File: src/rtl/fetch_unit_pkg.sv
// Shared types and constants for the instruction fetch unit and its buffer.
package fetch_unit_pkg;

    localparam int XLEN        = 32;
    localparam int INSTR_ALIGN = 4;

    typedef enum logic [1:0] {
        IDLE = 2'd0,
        REQ  = 2'd1,
        WAIT = 2'd2
    } fetch_state_e;

    typedef struct packed {
        logic [XLEN-1:0] pc;
        logic [XLEN-1:0] instr;
    } fetch_entry_t;

    function automatic logic [XLEN-1:0] pc_next(input logic [XLEN-1:0] pc);
        return pc + XLEN'(INSTR_ALIGN);
    endfunction

    function automatic logic [XLEN-1:0] pc_align(input logic [XLEN-1:0] addr);
        return addr & ~XLEN'(INSTR_ALIGN - 1);
    endfunction

endpackage

File: src/rtl/fetch_unit_if.sv
// Instruction-memory and decode-side handshake bundle of the fetch unit.
interface fetch_unit_if;
    import fetch_unit_pkg::*;

    logic            imem_req;
    logic [XLEN-1:0] imem_addr;
    logic            imem_gnt;
    logic            imem_rvalid;
    logic [XLEN-1:0] imem_rdata;

    logic [XLEN-1:0] instr;
    logic            instr_valid;
    logic            instr_ready;
    logic            pcsrc;
    logic [XLEN-1:0] pctarget;
    logic [XLEN-1:0] pc;
    logic [XLEN-1:0] pcplus4;

    modport master (
        output imem_req, imem_addr, instr, instr_valid, pc, pcplus4,
        input  imem_gnt, imem_rvalid, imem_rdata, instr_ready, pcsrc, pctarget
    );

    modport slave (
        input  imem_req, imem_addr, instr, instr_valid, pc, pcplus4,
        output imem_gnt, imem_rvalid, imem_rdata, instr_ready, pcsrc, pctarget
    );

endinterface

File: src/rtl/fetch_fifo.sv
// Two-entry {pc, instr} buffer between instruction memory and decode.
module fetch_fifo
    import fetch_unit_pkg::*;
(
    input  logic         clk,
    input  logic         rst,
    input  logic         push_i,
    input  fetch_entry_t push_data_i,
    input  logic         pop_i,
    input  logic         flush_i,
    output logic [1:0]   count_o,
    output fetch_entry_t head_o
);

    fetch_entry_t mem_q [2];
    logic         rd_ptr_q;
    logic         wr_ptr_q;
    logic [1:0]   count_q;
    logic         do_push;
    logic         do_pop;

    assign do_pop  = pop_i && (count_q != 2'd0);
    assign do_push = push_i && ((count_q != 2'd2) || do_pop);

    always_ff @(posedge clk) begin
        if (rst) begin
            for (int i = 0; i < 2; i++) begin
                mem_q[i] <= '0;
            end
            rd_ptr_q <= 1'b0;
            wr_ptr_q <= 1'b0;
            count_q  <= 2'd0;
        end else if (flush_i) begin
            rd_ptr_q <= 1'b0;
            wr_ptr_q <= 1'b0;
            count_q  <= 2'd0;
        end else begin
            if (do_push) begin
                mem_q[wr_ptr_q] <= push_data_i;
                wr_ptr_q        <= ~wr_ptr_q;
            end
            if (do_pop) begin
                rd_ptr_q <= ~rd_ptr_q;
            end
            count_q <= count_q + {1'b0, do_push} - {1'b0, do_pop};
        end
    end

    assign count_o = count_q;
    assign head_o  = mem_q[rd_ptr_q];

endmodule

File: src/rtl/fetch_unit.sv
// Instruction fetch: one outstanding memory request, two-entry buffer, redirect on taken branch.
//   state | meaning
//   IDLE  | buffer full, no request issued
//   REQ   | imem_req high at addr_q, waiting for grant
//   WAIT  | granted, waiting for rvalid (dropped if stale)
module fetch_unit
    import fetch_unit_pkg::*;
#(
    parameter logic [XLEN-1:0] RESET_PC = 32'h0000_0000
) (
    input  logic         clk,
    input  logic         rst,
    fetch_unit_if.master bus
);

    fetch_state_e    state_q;
    logic            imem_req_q;
    logic [XLEN-1:0] addr_q;
    logic [XLEN-1:0] fetch_pc_q;
    logic [XLEN-1:0] fetch_pc_d;
    logic [XLEN-1:0] req_pc_q;
    logic            stale_q;

    logic [1:0]      count;
    logic [1:0]      count_after;
    fetch_entry_t    head;
    fetch_entry_t    push_data;
    logic            instr_valid;
    logic            pop;
    logic            redirect;
    logic            gnt_take;
    logic            rsp_take;
    logic            push;

    assign instr_valid = (count != 2'd0);
    assign pop         = instr_valid && bus.instr_ready;
    assign redirect    = pop && bus.pcsrc;
    assign gnt_take    = (state_q == REQ) && bus.imem_gnt;
    assign rsp_take    = (state_q == WAIT) && bus.imem_rvalid;
    // A response coinciding with a redirect belongs to the old path.
    assign push        = rsp_take && !stale_q && !redirect;

    assign push_data.pc    = req_pc_q;
    assign push_data.instr = bus.imem_rdata;

    always_comb begin
        fetch_pc_d = fetch_pc_q;
        if (redirect) begin
            fetch_pc_d = pc_align(bus.pctarget);
        end else if (gnt_take && !stale_q) begin
            fetch_pc_d = pc_next(fetch_pc_q);
        end
    end

    always_comb begin
        if (redirect) begin
            count_after = 2'd0;
        end else begin
            count_after = count + {1'b0, push} - {1'b0, pop};
        end
    end

    always_ff @(posedge clk) begin
        if (rst) begin
            state_q    <= IDLE;
            imem_req_q <= 1'b0;
            addr_q     <= RESET_PC;
            fetch_pc_q <= RESET_PC;
            req_pc_q   <= '0;
            stale_q    <= 1'b0;
        end else begin
            fetch_pc_q <= fetch_pc_d;

            if (rsp_take) begin
                stale_q <= 1'b0;
            end else if (redirect && (state_q != IDLE)) begin
                stale_q <= 1'b1;
            end

            case (state_q)
                IDLE: begin
                    if (count < 2'd2) begin
                        state_q    <= REQ;
                        imem_req_q <= 1'b1;
                        addr_q     <= fetch_pc_d;
                    end
                end
                REQ: begin
                    // Address is held even across a redirect; the grant is still honoured.
                    if (bus.imem_gnt) begin
                        state_q    <= WAIT;
                        imem_req_q <= 1'b0;
                        req_pc_q   <= addr_q;
                    end
                end
                WAIT: begin
                    if (bus.imem_rvalid) begin
                        if (count_after < 2'd2) begin
                            state_q    <= REQ;
                            imem_req_q <= 1'b1;
                            addr_q     <= fetch_pc_d;
                        end else begin
                            state_q    <= IDLE;
                            imem_req_q <= 1'b0;
                        end
                    end
                end
                default: begin
                    state_q    <= IDLE;
                    imem_req_q <= 1'b0;
                end
            endcase
        end
    end

    fetch_fifo u_fifo (
        .clk         (clk),
        .rst         (rst),
        .push_i      (push),
        .push_data_i (push_data),
        .pop_i       (pop),
        .flush_i     (redirect),
        .count_o     (count),
        .head_o      (head)
    );

    assign bus.imem_req    = imem_req_q;
    assign bus.imem_addr   = addr_q;
    assign bus.instr_valid = instr_valid;
    assign bus.instr       = instr_valid ? head.instr : '0;
    assign bus.pc          = instr_valid ? head.pc : '0;
    assign bus.pcplus4     = instr_valid ? pc_next(head.pc) : '0;

endmodule

File: src/flat_wrapper.sv
// flat-port wrapper written by rule: the top's interface ports become plain ports
module fetch_unit_flat import fetch_unit_pkg::*;
#(
    parameter logic [XLEN-1:0] RESET_PC = 32'h0000_0000
)
  (clk, rst, bus_imem_req, bus_imem_addr, bus_instr, bus_instr_valid, bus_pc, bus_pcplus4, bus_imem_gnt, bus_imem_rvalid, bus_imem_rdata, bus_instr_ready, bus_pcsrc, bus_pctarget);
  fetch_unit_if bus_i ();
  input  logic clk;
  input  logic rst;
  output wire logic [$bits(bus_i.imem_req)-1:0] bus_imem_req;
  output wire logic [$bits(bus_i.imem_addr)-1:0] bus_imem_addr;
  output wire logic [$bits(bus_i.instr)-1:0] bus_instr;
  output wire logic [$bits(bus_i.instr_valid)-1:0] bus_instr_valid;
  output wire logic [$bits(bus_i.pc)-1:0] bus_pc;
  output wire logic [$bits(bus_i.pcplus4)-1:0] bus_pcplus4;
  input wire logic [$bits(bus_i.imem_gnt)-1:0] bus_imem_gnt;
  input wire logic [$bits(bus_i.imem_rvalid)-1:0] bus_imem_rvalid;
  input wire logic [$bits(bus_i.imem_rdata)-1:0] bus_imem_rdata;
  input wire logic [$bits(bus_i.instr_ready)-1:0] bus_instr_ready;
  input wire logic [$bits(bus_i.pcsrc)-1:0] bus_pcsrc;
  input wire logic [$bits(bus_i.pctarget)-1:0] bus_pctarget;
  assign bus_imem_req = bus_i.imem_req;
  assign bus_imem_addr = bus_i.imem_addr;
  assign bus_instr = bus_i.instr;
  assign bus_instr_valid = bus_i.instr_valid;
  assign bus_pc = bus_i.pc;
  assign bus_pcplus4 = bus_i.pcplus4;
  assign bus_i.imem_gnt = bus_imem_gnt;
  assign bus_i.imem_rvalid = bus_imem_rvalid;
  assign bus_i.imem_rdata = bus_imem_rdata;
  assign bus_i.instr_ready = bus_instr_ready;
  assign bus_i.pcsrc = bus_pcsrc;
  assign bus_i.pctarget = bus_pctarget;
  fetch_unit #(.RESET_PC(RESET_PC)) u_core (.clk(clk), .rst(rst), .bus(bus_i));
endmodule
File: config.mk
export PLATFORM = sky130hd
export DESIGN_NAME = fetch_unit_flat
export DESIGN_NICKNAME = d
export VERILOG_FILES = /design/src/rtl/fetch_unit_pkg.sv /design/src/rtl/fetch_unit_if.sv /design/src/rtl/fetch_fifo.sv /design/src/rtl/fetch_unit.sv /design/src/flat_wrapper.sv
export SDC_FILE = /design/constraint.sdc
export NUM_CORES = 1
export LEC_CHECK = 0
export BUFFER_PORTS_ARGS = -buffer_cell sky130_fd_sc_hd__buf_2
export CAP_MARGIN = 20
export CORE_MARGIN = 1.5
export CORE_UTILIZATION = 35
export DETAILED_ROUTE_END_ITERATION = 8
export GPL_ROUTABILITY_DRIVEN = 1
export GPL_TIMING_DRIVEN = 0
export PLACE_DENSITY = 0.61
export SETUP_SLACK_MARGIN = 0.3
export SKIP_CTS_REPAIR_TIMING = 1
export SLEW_MARGIN = 20
export SYNTH_ARGS = -nofsm -noshare
export SYNTH_HDL_FRONTEND = slang
export SYNTH_SLANG_ARGS = --single-unit
File: constraint.sdc
create_clock -name clk -period 8.4 [get_ports clk]
set_input_delay 1.68 -clock clk [delete_from_list [all_inputs] [get_ports clk]]
set_output_delay 1.68 -clock clk [all_outputs]
set_load 0.03 [all_outputs]
# [Word level (Yosys, flattened, before mapping)]
# Memory sizes are Yosys's and may differ from the RTL's. A register that Yosys moved wholly into a read port is not among the register bits.
# Index checks and enable logic that the tools add are counted.
[totals] ramBits=128 input_bits=70 latchBits=0 n_memories=1 wordCells=81 romBits=0 regBits=104 out_inout_bits=130
[op_classes] addsub=6 magnitude_cmp=2 n_reduce_logical=23 div_mod_pow=0 eq_ne=7 mux=31 shift=0 bitwise=2 n_mul=0
[memory_table] name="u_core.u_fifo.mem_q" depth=2 word_bits=64 read_ports=1 rd_ports_with_merged_regs=1 wr=2 line_no="fetch_fifo.sv:15" rtl="fetch_entry_t mem_q [2];"
[op_table] operator="32-bit two-way mux" count=8
[op_table] operator="32-bit by 3-bit adder with 32-bit output (second input constant)" count=2
[op_table] operator="64-bit two-way mux" count=1
[op_table] operator="32-bit one-hot mux with 2 select lines" count=1
[op_table] operator="64-bit OR reduction" count=1
[op_table] operator="1-bit two-way mux" count=15
[op_table] operator="1-bit logical AND" count=10
[op_table] operator="2-bit two-way mux" count=4
[op_table] operator="2-bit inequality test (second input constant)" count=4
[op_table] operator="2-bit one-hot mux with 3 select lines" count=1
[op_table] operator="2-bit nonzero test" count=3
[op_table] operator="2-bit by 1-bit adder with 2-bit output" count=2
[op_table] operator="2-bit less-than comparator (second input constant)" count=2
[op_table] operator="4-bit AND reduction" count=1
[op_table] operator="2-bit OR reduction" count=2
[op_table] operator="2-bit by 1-bit subtractor with 2-bit output" count=2
[op_table] operator="1-bit one-hot mux with 3 select lines" count=1
[op_table] operator="3-bit AND reduction" count=1
[op_table] operator="2-bit by 1-bit == test with 1-bit output (second input constant)" count=1
[op_table] operator="2-bit == test (second input constant)" count=1
[op_table] operator="1-bit zero test" count=2
[op_table] operator="2-bit zero test" count=1
[op_table] operator="2-bit by 1-bit inequality test with 1-bit output (second input constant)" count=1
[op_table] operator="1-bit NOT" count=2
[op_table] operator="other kinds (2)" count=2

# [Depth between registers and ports, before layout]
# Gate-level depths: netlist of run 1.
[logic_depth] depth_word=12 ltp_mapped=16

# [Modules after synthesis]
# A second synthesis of run 1 with hierarchy kept.
[hier_totals] hier_cells=1070 hier_area_um2=11327.1
[modules_own_cells] mod="fetch_fifo" n_inst=1 seq_area_each_um2=3943.8 cells_each=366 area_per_inst_um2=5883.1
[modules_own_cells] mod="fetch_unit" n_inst=1 seq_area_each_um2=2001.9 cells_each=704 area_per_inst_um2=5444.0

# [Worst setup path before layout of run 1]
# No wires, ideal clock.
[synth_timing] kind="input -> register" startpoint="in bus_imem_rvalid" endpoint="mem u_core.u_fifo.mem_q[0][0] (netlist bit) (enable)" setup_time_ns=0.574 required_time_ns=7.826 n_path_buf=0 path_slack_ns=1.222 cell_stages=4 arrival_time_ns=6.604 cell_sequence="nand3b_1 nor2_1 o21ai_2 o21ai_0"
[synth_lines] element="from (decl)" line_no="flat_wrapper.sv:17" rtl="input wire logic [$bits(bus_i.imem_rvalid)-1:0] bus_imem_rvalid;"
[synth_lines] element="to (decl)" line_no="fetch_fifo.sv:15"

==> results of run 1 <==
==> report_power, final <==
group | internal [W] | switching (W)
Sequential | 0.00131 | 0.0000797
Clock | 0.000659 | 0.000443
Combinational | 0.000352 | 0.000902
Total | 0.00232 | 0.00143
==> cell type report <==
class	instances	area, um^2	area share
plain buffers	69	330	0.0243
clock buffers	38	727	0.0536
clock inverters	9	98.8	0.00728
inverters	11	41.3	0.00304
flip-flops and latches	233	5950	0.438
well taps	402	503	0.0371
multi-input cells	762	4830	0.356
repair buffers	201	1100	0.0808
==> worst register-to-register path: stages, from the launching register on <==
cell	delay [ns]
sky130_fd_sc_hd__dfxtp_1	0.29
sky130_fd_sc_hd__buf_2	0.15
sky130_fd_sc_hd__nor2_1	0.15
sky130_fd_sc_hd__inv_2	0.14
sky130_fd_sc_hd__nand3_1	0.33
sky130_fd_sc_hd__buf_2	0.32
sky130_fd_sc_hd__clkbuf_1	0.43
sky130_fd_sc_hd__nand2_1	0.13
sky130_fd_sc_hd__ha_1	0.30
sky130_fd_sc_hd__nor2b_1	0.14
sky130_fd_sc_hd__xnor2_1	0.08
sky130_fd_sc_hd__nor2_1	0.15
sky130_fd_sc_hd__o32a_2	0.32
sky130_fd_sc_hd__buf_2	0.30
sky130_fd_sc_hd__buf_4	0.23
sky130_fd_sc_hd__nand3_1	0.10
sky130_fd_sc_hd__o41ai_1	0.10
==> Yosys cell counts (all sizes together) (6+ instances only) <==
cell type / count / share of area
nor2: 141 / 0.048
and2: 139 / 0.078
edfxtp: 128 / 0.35
nand2: 107 / 0.037
dfxtp: 105 / 0.19
mux2i: 64 / 0.058
a21oi: 48 / 0.022
clkbuf: 40 / 0.013
nand3: 30 / 0.015
buf: 29 / 0.016
nor3: 28 / 0.014
xor2: 27 / 0.021
xnor2: 23 / 0.018
o21ai: 19 / 0.0092
and3: 18 / 0.010
nand4: 15 / 0.010
a211oi: 13 / 0.011
a21o: 12 / 0.0081
inv: 11 / 0.0037
nand3b: 7 / 0.0070
o41ai: 6 / 0.0054
==> metrics by stage <==
step	hold slack, ns	util	instances	setup slack (ns)	instance area (um^2)
after CTS	0.454	0.432	1725	3.64	13600
final	0.455	0.432	1725	3.71	13600
after global placement	0.446	0.402	1674	-1.69	12600
after detailed placement	0.446	0.406	1678	3.60	12700
after global routing	0.474	0.432	1725	3.50	13600
after floorplan	0.440	-	1075	1.22	11100
==> kinds of logic (layout without fill, tap and decap cells) <==
| family | count (synthesis) | after routing | share of synthesized area |
|---|---|---|---|
| buf+inv | 80 | 328 | 0.0334 |
| simple gates | 513 | 513 | 0.243 |
| mux | 65 | 65 | 0.0589 |
| compound gates | 129 | 129 | 0.0857 |
| fa+ha+maj | 5 | 5 | 0.00562 |
| flops | 233 | 233 | 0.534 |
| xor+xnor | 50 | 50 | 0.0393 |
==> metal layers <==
layer  track usage  up-vias
met5             0        -
met4        0.0473        0
met3        0.0304       50
met2         0.309      286
met1         0.254     4005
li1              -     4212
==> registers in the layout, indices dropped and copies added, names as in the netlist, named ones only <==
| name | count |
|---|---|
| u_core.bus.imem_req | 1 |
| u_core.req_pc_q | 32 |
| u_core.fetch_pc_q | 32 |
| u_core.stale_q | 1 |
| u_core.u_fifo.count_o | 2 |
| u_core.bus.imem_addr | 32 |
| u_core.state_q | 2 |
| u_core.u_fifo.wr_ptr_q | 1 |
| u_core.u_fifo.mem_q | 128 |
| u_core.u_fifo.rd_ptr_q | 1 |
==> worst paths after layout <==
check / start / endpoint / slack [ns]
min: u_core.bus.imem_req / u_core.bus.imem_req / 0.45
max: flop / bus_pcplus4[30] / 3.71
max reg2reg: u_core.u_fifo.count_o[1] / u_core.bus.imem_addr[21] / 4.65
min reg2reg: u_core.bus.imem_req / u_core.bus.imem_req / 0.45
==> results.json, run 1 <==
{
  "status": "complete, no violations",
  "ctsLongestPathBuffers": 3,
  "met2_length_um": 14200,
  "cts_buffers": 26,
  "criticalPathCategory": "reg -> out",
  "placement_rows": 65,
  "initial_core_util": 0.355,
  "crit_path_top_delay_cell": "sky130_fd_sc_hd__nor4_4",
  "critPathRequiredTime_ns": 6.72,
  "syn_nets": 1150,
  "yosysSeqAreaShare": 0.534,
  "routed.top_layer": "met4",
  "timing.critical_path.from_type": "flop",
  "synthToLayoutAreaGrowth_pct": 22.0,
  "syn_area_per_cell_um2": 10.4,
  "synth_flop_cell": "sky130_fd_sc_hd__edfxtp_1",
  "final_cell_mix": "sky130_fd_sc_hd__buf_2, sky130_fd_sc_hd__nor2_1, sky130_fd_sc_hd__and2_1, sky130_fd_sc_hd__edfxtp_1, sky130_fd_sc_hd__dfxtp_1",
  "setup_viol_count_final": 0,
  "cp_common_cell": "sky130_fd_sc_hd__inv_1",
  "grt_first_pass_wirelength_um": 47900,
  "timing.max_slew.rel_slack": 0.465,
  "synthCells": 1075,
  "cts_htree_levels": 1,
  "cap_violations": 0,
  "fin_total_pwr_w": 0.00374,
  "critical_path.n_buffers_inverters": 4,
  "synth_cell_type_count": 75,
  "finalHoldViolations": 0,
  "clock_latency_ns": 0.53,
  "cts_sinks": 233,
  "tns_ns": 0,
  "groute.usage.overall": 0.187,
  "irDropWorstVdd_mv": 0.159,
  "viasPerCell": 4.96,
  "synth_enable_flop_cells": 128,
  "cts.root.buffer_cell": "sky130_fd_sc_hd__clkbuf_16",
  "wl_met3_um": 1880,
  "tritoncts": "done",
  "final_common_cell": "sky130_fd_sc_hd__buf_2",
  "r2r_cells": 16,
  "period_needed_ns": 4.69,
  "rsz0062_at_grt": "false",
  "worstHoldPathCells": 2,
  "antenna_found_initial": 0,
  "post_drt_wl_per_cell_um": 18.1,
  "ioPinCount": 200,
  "n_fill_cell": 3117,
  "port_buffers": 197,
  "async_reset_ff_frac": 0,
  "crit_family": "simple AND/OR/NAND/NOR gates",
  "overall_overflow_remaining_after_global_route": 0,
  "yosys_register_bits": 233,
  "synth.cell_area_um2": 11100,
  "dr_total_vias": 8553,
  "routed_wirelength_um": 31200,
  "cp_cell_sequence": "buf_6, mux2i_1, inv_1, ha_1, inv_1, nor4_4, nand2_2, a2111oi_4, xor2_1, nor2_1, buf_2",
  "drive_above_1_share": 0.232,
  "timing.critical_path.to_type": "output pin",
  "tritonroute_pass_1_iters": 7,
  "fp.dieArea_um2": 32900,
  "finalCritPeriodShare": 0.558,
  "worst_clock_skew_ns": 0.00921,
  "timing.critical_path.slowest_cell_delay_ns": 0.51,
  "worst-endpoint-arrival_ns": 3.01,
  "place.gp.congestion": 0.911,
  "nets": 1379,
  "clk_pin_slew_worst_paths_ns": 0.06,
  "cp_num_cells": 11,
  "tightestPinTransition_ns": 0.798,
  "route.layer.met1.wl_um": 14300,
  "die-height_um": 181,
  "pwr_density_cell_nw_per_um2": 276,
  "slew_viol_final": 0,
  "cp_max_fo": 6,
  "synth-warning-count": 0,
  "min_path_type": "reg -> reg",
  "route.antenna.remaining_nets": 0,
  "first_iter_violations": 627,
  "leakagePower_nw": 5.45,
  "half_perimeter_wire_length_of_the_detailed_placement_result_um": 23800,
  "core_region_area_um2": 31400,
  "grt_max_degree": 50,
  "post-route-drc-count": 0,
  "antenna_cells_inserted": 0,
  "max_clock_freq_mhz": 213,
  "dieWidth_um": 181,
  "grt_pass1_vias": 8321
}
Note: power is estimated with default switching activity, not from simulation.
==> run 2, diff against run 1 <==
- PLACE_DENSITY: 0.61 -> 0.63
- clock period: 8.4 -> 4 ns (I/O delays scaled with it)
==> run 2 against run 1 <==
  * Worst hold slack improved by 0.010 ns
  * First-iteration DRC count fell by 9.7%
  * Register-to-register slack got worse by 4.0 ns
  * Final cell count rose by 0.23%
  * Clock skew rose by 0.0027 ns
  * Count of clock-buffer cells in the layout fell by 4
  * Via count fell by 0.16%
==> results.json, run 2 (synthesis results as in run 1) <==
{
  "groute.usage.overall": 0.187,
  "antenna_found_initial": 0,
  "cts_sinks": 233,
  "route.antenna.remaining_nets": 0,
  "timing.max_slew.rel_slack": 0.393,
  "overall_overflow_remaining_after_global_route": 0,
  "port_buffers": 197,
  "reg2reg_slack_ns": 0.62,
  "irDropWorstVdd_mv": 0.337,
  "setup_viol_count_final": 0,
  "largest_register_ff_count": 128,
  "finalHoldViolations": 0,
  "cts_buffers": 25,
  "post-route-drc-count": 0,
  "slew_viol_final": 0,
  "worst-endpoint-arrival_ns": 2.74,
  "die-height_um": 181,
  "cp_common_cell": "sky130_fd_sc_hd__buf_6",
  "largest_register_by_flop_count": "u_core.u_fifo.mem_q",
  "postLayoutCoreUtil": 0.438,
  "leakagePower_nw": 5.51,
  "timing.critical_path.slowest_cell_delay_ns": 0.33,
  "min_to": "u_core.req_pc_q[15]",
  "timing.critical_path.to_type": "output pin",
  "place.gp.congestion": 0.923,
  "tritonroute_pass_1_iters": 5,
  "antenna_cells_inserted": 0,
  "cp_max_fo": 10,
  "worstHoldPathCells": 2,
  "clock_latency_ns": 0.53,
  "tritoncts": "done",
  "regToRegEndpoint": "u_core.bus.imem_addr[12]",
  "final_cell_mix": "sky130_fd_sc_hd__buf_2, sky130_fd_sc_hd__and2_1, sky130_fd_sc_hd__nor2_1, sky130_fd_sc_hd__edfxtp_1, sky130_fd_sc_hd__dfxtp_1",
  "crit_path_top_delay_cell": "sky130_fd_sc_hd__clkbuf_4",
  "timing.critical_path.from_type": "flop",
  "post_layout_instance_area_um2": 13700,
  "fp.dieArea_um2": 32900,
  "rsz0062_at_grt": "true",
  "dr_total_vias": 8539,
  "crit_family": "buffers and inverters",
  "nets": 1384,
  "half_perimeter_wire_length_of_the_detailed_placement_result_um": 23800,
  "status": "complete, no violations",
  "critical_path.n_buffers_inverters": 6,
  "n_fill_cell": 3035,
  "post_drt_wl_per_cell_um": 18.2,
  "min_path_type": "reg -> reg",
  "grt_max_degree": 50,
  "clk_pin_slew_worst_paths_ns": 0.06,
  "dieWidth_um": 181,
  "ctsLongestPathBuffers": 3,
  "period_needed_ns": 3.54,
  "r2r_cells": 14,
  "worst_hold_startpoint": "u_core.req_pc_q[15]",
  "max_clock_freq_mhz": 282,
  "critPathRequiredTime_ns": 3.20,
  "grt_pass1_vias": 8382,
  "initial_core_util": 0.355,
  "cap_violations": 0,
  "cts.root.buffer_cell": "sky130_fd_sc_hd__clkbuf_16",
  "drive_above_1_share": 0.249,
  "ioPinCount": 200,
  "first_iter_violations": 566,
  "criticalPathCategory": "reg -> out",
  "synthToLayoutAreaGrowth_pct": 23.5,
  "placement_rows": 65,
  "worst_clock_skew_ns": 0.0119,
  "placedInstanceArea_um2": 12700,
  "finalCritPeriodShare": 0.885,
  "core_region_area_um2": 31400,
  "pwr_density_cell_nw_per_um2": 577,
  "viasPerCell": 4.94,
  "cts_htree_levels": 1,
  "final_common_cell": "sky130_fd_sc_hd__buf_2",
  "grt_first_pass_wirelength_um": 48100,
  "tightestPinTransition_ns": 0.906,
  "routed_wirelength_um": 31500,
  "cp_cell_sequence": "buf_6, buf_6, buf_6, buf_2, clkbuf_4, mux2i_2, xor2_2, nor2_1, buf_2",
  "worstReg2RegStart": "u_core.u_fifo.count_o[1]"
}
run 2: cell count changes in the layout (fill, tap and decap cells not counted), sizes merged:
| cell | before | now |
|---|---|---|
| clkinv | 5 | 6 |
| buf | 230 | 231 |
| clkinvlp | 2 | 0 |
| inv | 11 | 12 |
| clkbuf | 78 | 79 |
| bufinv | 2 | 4 |
run 2: how the worst max path moves through the flow:
stage | endpoint | slack [ns] | from | cells after the start
after floorplan | u_core.u_fifo.mem_q[0][0] | 0.66 | bus_imem_rvalid | 4
after CTS | bus_pcplus4[18] | 0.07 | flop | 11
after global routing | bus_pcplus4[29] | 0.29 | flop | 9
after detailed placement | u_core.bus.imem_addr[25] | 0.16 | bus_pcsrc | 12
after global placement | u_core.u_fifo.mem_q[1][26] | -0.90 | rst | 5
final | bus_pcplus4[18] | 0.46 | flop | 9
run 2: routing by layer:
layer  GRT usage  wire length [um]
met5           0                 0
met4      0.0360               498
met3      0.0379              2350
met2       0.308             14400
met1       0.256             14300
run 2: per-stage QoR:
| stage | setup TNS [ns] | power, W | setup WS (ns) | hold slack, ns | std cells |
|---|---|---|---|---|---|
| after floorplan | 0 | 0.00469 | 0.665 | 0.440 | 1075 |
| after global placement | -92.45 | 0.00556 | -0.898 | 0.452 | 1674 |
| after global routing | 0 | 0.00828 | 0.288 | 0.487 | 1729 |
| final | 0 | 0.00793 | 0.460 | 0.465 | 1729 |
| after detailed placement | 0 | 0.00560 | 0.157 | 0.460 | 1678 |
| after CTS | 0 | 0.00796 | 0.0715 | 0.469 | 1723 |
run 2: worst register-to-register path: cells and delay by family, from the launching register on:
family	cells	cell delay (ns)
compound gates	2	0.57
xor+xnor	1	0.13
fa+ha+maj	1	0.27
buf+inv	5	1.39
flops	1	0.29
simple gates	5	0.67
run 2: cell type report:
cell class,instances,area [um^2],area share
clock buffer,34,669,0.0487
timing repair buffer,207,1150,0.0837
buffer,69,349,0.0254
clock inverter,11,156,0.0114
inverter,11,41.3,0.00300
multi-input combinational,762,4930,0.359
tap,402,503,0.0366
sequential,233,5950,0.433
run 2: where the power goes:
group / internal, W / switching [W]
registers: 0.00274 / 0.000174
clock network: 0.00143 / 0.000927
logic: 0.000756 / 0.00190
==> run 3, diff against run 2 <==
- PLACE_DENSITY: 0.63 -> default
==> run 3 against run 2 <==
  * Combinational power is essentially flat
  * Non-clock buffer count grew 1
  * Critical endpoint is now bus_pcplus4[26]
  * Via count grew 0.68%
  * Clock skew shrank 0.0013 ns
  * Clock power grew 3%
  * Wire length shrank 0.55%
  * Power grew 0.79%
  * Sequential share of layout area shrank 0.13 points
  * Worst hold slack lost 0.0058 ns
  * Fmax shrank 3.3%
  * Sequential power is essentially flat
  * Final area grew 0.31%
==> results.json, run 3 (synthesis results as in run 1) <==
{
  "irDropWorstVdd_mv": 0.396,
  "worst-endpoint-arrival_ns": 2.86,
  "setup_viol_count_final": 0,
  "timing.critical_path.to_type": "output pin",
  "status": "complete, no violations",
  "internal_power_w": 0.00497,
  "power.switching_w": 0.00302,
  "antenna_cells_inserted": 0,
  "tritoncts": "done",
  "pwr-share-comb": 0.333,
  "clock_latency_ns": 0.53,
  "half_perimeter_wire_length_of_the_detailed_placement_result_um": 23800,
  "post_drt_wl_per_cell_um": 18.1,
  "die-height_um": 181,
  "grt_first_pass_wirelength_um": 48200,
  "drive_above_1_share": 0.250,
  "clk_pin_slew_worst_paths_ns": 0.06,
  "fin_total_pwr_w": 0.00799,
  "criticalPathCategory": "reg -> out",
  "viasPerCell": 4.96,
  "initial_core_util": 0.355,
  "cp_max_fo": 7,
  "timing.critical_path.from_type": "flop",
  "switching_share_of_power": 0.378,
  "largest_register_by_flop_count": "u_core.u_fifo.mem_q",
  "timing.max_slew.rel_slack": 0.509,
  "route.antenna.remaining_nets": 0,
  "finalCritPeriodShare": 0.915,
  "ctsLongestPathBuffers": 3,
  "ioPinCount": 200,
  "nets": 1387,
  "cts.root.buffer_cell": "sky130_fd_sc_hd__clkbuf_16",
  "rsz0062_at_grt": "true",
  "overall_overflow_remaining_after_global_route": 0,
  "max_clock_freq_mhz": 273,
  "routed_wirelength_um": 31300,
  "largest_register_ff_count": 128,
  "min_path_type": "reg -> reg",
  "cts_sinks": 233,
  "fp.dieArea_um2": 32900,
  "placement_rows": 65,
  "dieWidth_um": 181,
  "critPathRequiredTime_ns": 3.20,
  "port_buffers": 197,
  "pwr_density_cell_nw_per_um2": 580,
  "groute.usage.overall": 0.187,
  "cap_violations": 0,
  "post-route-drc-count": 0,
  "finalHoldViolations": 0,
  "worst_clock_skew_ns": 0.0106,
  "n_fill_cell": 3059,
  "place.gp.congestion": 0.886,
  "clock_network_fraction_of_total_power": 0.302,
  "first_iter_violations": 515,
  "core_region_area_um2": 31400,
  "power.sequential.fraction": 0.364,
  "postLayoutCoreUtil": 0.439,
  "tightestPinTransition_ns": 0.732,
  "slew_viol_final": 0,
  "dr_total_vias": 8597,
  "leakagePower_nw": 5.54,
  "grt_max_degree": 51,
  "tritonroute_pass_1_iters": 6,
  "cts_htree_levels": 1,
  "antenna_found_initial": 0,
  "period_needed_ns": 3.66,
  "final_cell_mix": "sky130_fd_sc_hd__buf_2, sky130_fd_sc_hd__and2_1, sky130_fd_sc_hd__nor2_1, sky130_fd_sc_hd__edfxtp_1, sky130_fd_sc_hd__dfxtp_1",
  "grt_pass1_vias": 8513,
  "final_common_cell": "sky130_fd_sc_hd__buf_2",
  "synthToLayoutAreaGrowth_pct": 23.9,
  "cts_buffers": 27
}
==> run 3: cell types whose count changed in the layout (fill, tap and decap cells not counted), moves of 2 or more <==
| cell | before | now |
|---|---|---|
| sky130_fd_sc_hd__mux2i_4 | 2 | 0 |
| sky130_fd_sc_hd__bufinv_16 | 4 | 1 |
| sky130_fd_sc_hd__a21oi_1 | 45 | 47 |
| sky130_fd_sc_hd__buf_2 | 205 | 202 |
| sky130_fd_sc_hd__clkbuf_1 | 47 | 43 |
| sky130_fd_sc_hd__clkinv_1 | 2 | 0 |
| sky130_fd_sc_hd__buf_4 | 10 | 14 |
| sky130_fd_sc_hd__a21oi_2 | 3 | 1 |
| sky130_fd_sc_hd__mux2i_1 | 58 | 61 |
| sky130_fd_sc_hd__clkbuf_16 | 25 | 27 |
| sky130_fd_sc_hd__clkinvlp_4 | 0 | 2 |
| sky130_fd_sc_hd__clkbuf_8 | 1 | 9 |
==> run 3: critical path, cell delays in order, from the launching register on <==
cell and delay [ns]:
sky130_fd_sc_hd__dfxtp_1 0.30, sky130_fd_sc_hd__buf_6 0.13, sky130_fd_sc_hd__mux2i_2 0.20, sky130_fd_sc_hd__inv_1 0.10, sky130_fd_sc_hd__ha_1 0.14, sky130_fd_sc_hd__inv_1 0.08
sky130_fd_sc_hd__nor4_4 0.41, sky130_fd_sc_hd__buf_12 0.17, sky130_fd_sc_hd__nand3_4 0.12, sky130_fd_sc_hd__nor3b_2 0.22, sky130_fd_sc_hd__xor2_1 0.17, sky130_fd_sc_hd__nor2_1 0.08
sky130_fd_sc_hd__buf_4 0.20
==> run 3: through the flow <==
stage | worst slack, ns | hold slack [ns] | TNS, ns | cells | area (um^2)
2_1_floorplan | 0.665 | 0.440 | 0 | 1075 | 11100
3_3_place_gp | -0.975 | 0.446 | -99.01 | 1674 | 12600
3_5_place_dp | 0.0634 | 0.455 | 0 | 1678 | 12700
4_1_cts | 0.0778 | 0.463 | 0 | 1727 | 13600
5_1_grt | 0.188 | 0.475 | 0 | 1734 | 13800
6_report | 0.338 | 0.459 | 0 | 1734 | 13800
==> run 3: final timing paths <==
| kind | startpoint | endpoint | slack [ns] | depth (start not counted) |
|---|---|---|---|---|
| max | flop | bus_pcplus4[26] | 0.34 | 12 |
| min | u_core.req_pc_q[30] | u_core.req_pc_q[30] | 0.46 | 2 |
| max reg2reg | u_core.u_fifo.count_o[1] | u_core.bus.imem_addr[20] | 0.58 | 16 |
| min reg2reg | u_core.req_pc_q[30] | u_core.req_pc_q[30] | 0.46 | 2 |
==> run 3: per-layer routing <==
layer	wire [um]	global-route usage	up-vias
met1	14400	0.255	4036
met4	537	0.0373	0
met5	0	0	-
li1	-	-	4236
met2	14500	0.313	290
met3	1910	0.0323	35
==> run 3: area by class of cell <==
| class | instances | area [um^2] | share of cell area |
|---|---|---|---|
| Buffer | 69 | 353 | 0.0256 |
| Clock buffer | 41 | 818 | 0.0593 |
| Clock inverter | 8 | 73.8 | 0.00535 |
| Inverter | 11 | 41.3 | 0.00299 |
| Multi-Input combinational cell | 762 | 4870 | 0.353 |
| Sequential cell | 233 | 5950 | 0.431 |
| Tap cell | 402 | 503 | 0.0365 |
| Timing Repair Buffer | 208 | 1180 | 0.0858 |
==> run 3: power by group through the flow <==
stage	Combinational, W	Clock [W]	Sequential [W]
2_1_floorplan	0.00168	0	0.00302
3_3_place_gp	0.00261	0	0.00296
3_5_place_dp	0.00265	0	0.00295
4_1_cts	0.00265	0.00246	0.00291
5_1_grt	0.00284	0.00255	0.00293
6_report	0.00266	0.00242	0.00291
